===== src/rtl/bcd_convert_scheduler.sv =====
// bcd_convert_scheduler: one shared double-dabble converter time-multiplexed over six clock/date fields.
module bcd_convert_scheduler (
  input  logic       clk,
  input  logic       rst,
  input  logic       start,
  input  logic [7:0] second,
  input  logic [7:0] minute,
  input  logic [7:0] hour,
  input  logic [7:0] day,
  input  logic [7:0] month,
  input  logic [7:0] year,
  output logic       busy,
  output logic       done,
  output logic [3:0] ten_sec,
  output logic [3:0] one_sec,
  output logic [3:0] ten_min,
  output logic [3:0] one_min,
  output logic [3:0] ten_hour,
  output logic [3:0] one_hour,
  output logic [3:0] ten_day,
  output logic [3:0] one_day,
  output logic [3:0] ten_mon,
  output logic [3:0] one_mon,
  output logic [3:0] hun_year,
  output logic [3:0] ten_year,
  output logic [3:0] one_year
);
  typedef enum logic [1:0] {IDLE, LOAD, SHIFT, STORE} state_t;
  state_t      r_state, w_next;
  logic [47:0] r_snap;
  logic [19:0] r_sr;
  logic [2:0]  r_idx;
  logic [2:0]  r_cnt;
  logic        r_pend;
  logic [7:0]  w_field;
  logic [19:0] w_adj;
  logic        w_go;
  assign busy    = r_state != IDLE;
  assign w_go    = start | r_pend;
  assign w_field = r_snap[{r_idx, 3'b000} +: 8];
  always_comb begin
    w_adj = {r_sr[19:16] >= 4'd5 ? r_sr[19:16] + 4'd3 : r_sr[19:16],
             r_sr[15:12] >= 4'd5 ? r_sr[15:12] + 4'd3 : r_sr[15:12],
             r_sr[11:8]  >= 4'd5 ? r_sr[11:8]  + 4'd3 : r_sr[11:8],
             r_sr[7:0]};
    w_next = r_state == IDLE  ? (w_go ? LOAD : IDLE) :
             r_state == LOAD  ? SHIFT :
             r_state == SHIFT ? (r_cnt == 3'd7 ? STORE : SHIFT) :
                                (r_idx == 3'd5 ? IDLE : LOAD);
  end
  always_ff @(posedge clk or posedge rst)
    if (rst) r_state <= IDLE;
    else     r_state <= w_next;
  always_ff @(posedge clk or posedge rst) begin
    if (rst) begin
      r_snap   <= '0;
      r_sr     <= '0;
      r_idx    <= '0;
      r_cnt    <= '0;
      r_pend   <= 1'b0;
      done     <= 1'b0;
      ten_sec  <= '0;
      one_sec  <= '0;
      ten_min  <= '0;
      one_min  <= '0;
      ten_hour <= '0;
      one_hour <= '0;
      ten_day  <= '0;
      one_day  <= '0;
      ten_mon  <= '0;
      one_mon  <= '0;
      hun_year <= '0;
      ten_year <= '0;
      one_year <= '0;
    end else begin
      // Starts arriving mid-pass, including on the final STORE, fold into one extra pass.
      r_pend <= r_state == IDLE ? 1'b0 : r_pend | start;
      done   <= r_state == STORE && r_idx == 3'd5;
      if (r_state == IDLE && w_go) begin
        r_snap <= {year, month, day, hour, minute, second};
        r_idx  <= '0;
      end
      if (r_state == LOAD) begin
        r_sr  <= {12'b0, w_field};
        r_cnt <= '0;
      end
      if (r_state == SHIFT) begin
        r_sr  <= {w_adj[18:0], 1'b0};
        r_cnt <= r_cnt + 3'd1;
      end
      if (r_state == STORE) begin
        r_idx <= r_idx + 3'd1;
        case (r_idx)
          3'd0:    {ten_sec, one_sec}             <= r_sr[15:8];
          3'd1:    {ten_min, one_min}             <= r_sr[15:8];
          3'd2:    {ten_hour, one_hour}           <= r_sr[15:8];
          3'd3:    {ten_day, one_day}             <= r_sr[15:8];
          3'd4:    {ten_mon, one_mon}             <= r_sr[15:8];
          default: {hun_year, ten_year, one_year} <= r_sr[19:8];
        endcase
      end
    end
  end
endmodule


===== config.mk =====
export PLATFORM = sky130hd
export DESIGN_NAME = bcd_convert_scheduler
export DESIGN_NICKNAME = d
export VERILOG_FILES = /design/src/rtl/bcd_convert_scheduler.sv
export SDC_FILE = /design/constraint.sdc
export NUM_CORES = 1
export LEC_CHECK = 0
export CORE_MARGIN = 3
export CORE_UTILIZATION = 50
export CTS_BUF_LIST = sky130_fd_sc_hd__clkbuf_8
export DETAILED_ROUTE_END_ITERATION = 8
export DONT_BUFFER_PORTS = 1
export SYNTH_ARGS = -nofsm -noshare
export SYNTH_HDL_FRONTEND = slang
export SYNTH_SLANG_ARGS = --single-unit

===== constraint.sdc =====
create_clock -name clk -period 5.5 [get_ports clk]
set_input_delay 1.375 -clock clk [delete_from_list [all_inputs] [get_ports clk]]
set_output_delay 1.375 -clock clk [all_outputs]
set_load 0.01 [all_outputs]

==> results.md <==
* Setup_tns at 0 ns
* Final ANT Viol Nets at 0
* HP Class: reg -> reg
* Initial DRC count at 207
* Post-CTS Resized at 0
* Largest net degree at the start of global routing at 53
* Die width at 112.8 µm
* Peak supply drop at 0.0001778 V
* Total grt overflow at 0
* Synthesized area per cell at 12.05 µm²
* I/O Pins at 105
* Worst-margin pin slew at between 0.7 and 0.8 ns
* Die area at 12710 µm²
* Crit end category: primary output
* Leading area contributor after synthesis: dfrtp_1
* Seq cells post-synth at 130
* Clk slew on worst S/H paths at about 0.07 ns
* Final WS setup at 2.789 ns
* # H-tree levels at 4
* Syn Inst Count at 473
* Count of final hold-check violations at 0
* Drt total wl at 11100 µm
* Maximum clock path buffer count at 2
* Count of input and output buffers at 0
* Layout cells sized above 1 at 0.2495
* Biggest regs: r_snap (48), r_sr (20)
* Synth area leaders: dfrtp_1 (57%), mux2_2 (15%), mux2i_1 (4.4%)
* Total GRT Usage at 0.1845
* Post-synthesis xor/xnor area fraction at 0.004611
* Drc violations at 0
* Leakage at between 0.003 and 0.004 µW
* Via density at between 5 and 6
* Mapped Area at 5698 µm²
* Synth Area in Simple Gates at 0.08981
* Final GP Congestion at 0.7788
* Clock network power share at 0.418
* Final Max Tran Viols at 0
* Compound-Gate Fraction of Synth Area at 0.06236
* Async SR Flop Fraction at 1.000
* Reg with most FFs: r_snap
* Synthesized net count at 541
* Sequential Power Share at 0.571
* Register area share after synthesis at 0.5709
* Area share of the largest cell type after synthesis at 0.5709
* Main synth FF type: dfrtp_1
* Largest register FFs at between 40 and 50
* Highest net fanout along the worst path at 4
* Nets at 542
* CP max-delay cell: dfrtp_1
* Layout area overhead at 7.773%
* Worst Skew at roughly 0.0078 ns
* Multiplexer share of the synthesized area at 0.1981
* Fmax at between 300 and 400 MHz
* Internal power at 1316 µW
* Total of max-cap violations at 0
* TritonCTS Sinks at 130
* Critical path type: reg -> out
* Wire length per cell at 17.75 µm
* Cell Chain, Critical Path: inv_1, ha_1, inv_1
* Netlist cell types at 30
* Pwr dens at roughly 270 nW/µm²
* Vias at 3450
* # diodes at 0
* Post-synth EDFFs at 0
* Initial Util at 0.5188
* Core area at ~11000 µm²
* Slew headroom at 0.5123
* CTS root buf: clkbuf_8
* # hold bufs at CTS at 0
* Yosys warnings at 0
* # Post-CTS Setup Buffers at 0
* Crit. Startpoint: r_state[0]
* Number of global-route vias before repair at 3570
* Largest family of logic cells by synthesized area: multiplexers
* Total Power at 1675 µW
* CTS tree: done
* Startpoint Class: register
* Most common cell in the netlist: dfrtp_1
* Critical path required time at between 4 and 5 ns
* Unrepaired setup endpoints after global routing: false
* FF-to-FF Start: r_idx[0]
* Die H at 112.8 µm
* Status: finished clean
* Synth top cells by count: dfrtp_1 (130), mux2_2 (78), o21ai_0 (45)
* Switching share of total power at 0.2146
* Std-Cell Rows at 38
* Fill cell count at approximately 1000
* Critical Path AT at 1.34 ns
* Most frequent CP cell: inv_1
* Setup slack at placement at ~2.9 ns
* Skew-Pair Late Insertion Delay at around 0.43 ns
* Final setup viols at 0
* Fin crit share at 0.4929
* Post-Synth Adder-Cell Area at 0.03733
* Critical path buffers and inverters at 2
* Global-route wire length before repair at 18220 µm
* Post-DP HPWL at 7613 µm
* Hold Startpoint: r_cnt[0]
* First drt pass iteration count at 4
* Logic pwr share at 0.011
* Crit path time final at ~2.7 ns
* Max incr delay on CP at roughly 0.41 ns
* Cell family with most CP delay: flip-flops
* TritonCTS Buffers at 17
* P_sw at 359.6 µW
* Initial antenna violation count at 0
cell families after synthesis:
| logic type | Yosys count |
|---|---|
| buffers and inverters | 46 |
| adder cells (fa/ha/maj) | 17 |
| AO/OA/AOI/OAI | 64 |
| XOR/XNOR | 3 |
| AND/OR/NAND/NOR | 110 |
| flip-flops | 130 |
| multiplexers | 103 |
metrics by stage:
step / instance area (µm²) / utilization / hold slack, ns / cells
6_report: 6141 / 0.5591 / 0.4822 / 625
5_1_grt: 6141 / 0.5591 / 0.5119 / 625
4_1_cts: 6141 / 0.5591 / 0.4884 / 625
2_1_floorplan: 5698 / - / 0.4573 / 473
3_5_place_dp: 5801 / 0.5281 / 0.4790 / 595
3_3_place_gp: 5801 / 0.5281 / 0.4688 / 595
final timing paths:
path,cells past startpoint,end,slack (ns)
max reg2reg,7,hun_year[3],3.46
min,1,r_cnt[0],0.48
min reg2reg,1,r_cnt[0],0.48
max in group asynchronous,2,one_year[3],3.72
max,3,busy,2.79
min in group asynchronous,1,r_snap[39],0.81
routing by layer:
layer	part of all wire	track usage	up-vias
li1	-	-	1628
met1	0.42	0.2208	1709
met2	0.49	0.2962	97
met3	0.061	0.07273	16
met4	0.021	0.08093	0
met5	0	0	-
power groups by stage:
stage | combinational, µW | sequential [µW] | clock (µW)
global route | 23.1 | 955 | 765
finish | 19.2 | 956 | 700
floorplan | 14.2 | 974 | 0
global placement | 20.6 | 974 | 0
CTS | 21.0 | 956 | 724
detailed placement | 21.0 | 974 | 0
cells in the final DEF, fill, tap and decap left out, types with 3 or more instances in the layout:
| cell type | netlist | final |
|---|---|---|
| nand2_1 | 36 | 36 |
| nand2_2 | 3 | 3 |
| nor4_1 | 7 | 7 |
| mux2_2 | 78 | 78 |
| inv_1 | 22 | 23 |
| mux2i_1 | 25 | 25 |
| nand3b_1 | 6 | 6 |
| o22ai_1 | 6 | 6 |
| a21oi_1 | 5 | 5 |
| nor3_1 | 11 | 11 |
| a31o_2 | 3 | 3 |
| o21ai_0 | 45 | 45 |
| nand3_1 | 6 | 6 |
| ha_1 | 17 | 17 |
| buf_4 | 1 | 6 |
| clkinv_2 | 0 | 6 |
| nand2b_1 | 6 | 6 |
| nor2_1 | 31 | 31 |
| clkbuf_8 | 0 | 22 |
| dfrtp_1 | 130 | 130 |
| xnor2_1 | 3 | 3 |
| and3_1 | 3 | 3 |
layout make-up:
| class | count | area [µm²] | share of cell area |
|---|---|---|---|
| clock inverter | 8 | 37.54 | 0.006112 |
| timing repair buffer | 6 | 45.04 | 0.007335 |
| inverter | 22 | 85.08 | 0.01385 |
| multi-input combinational | 297 | 2242 | 0.3651 |
| tap | 140 | 175.2 | 0.02852 |
| clock buffer | 22 | 302.8 | 0.04931 |
| sequential | 130 | 3253 | 0.5297 |
Power figures use the tool's default switching activity.
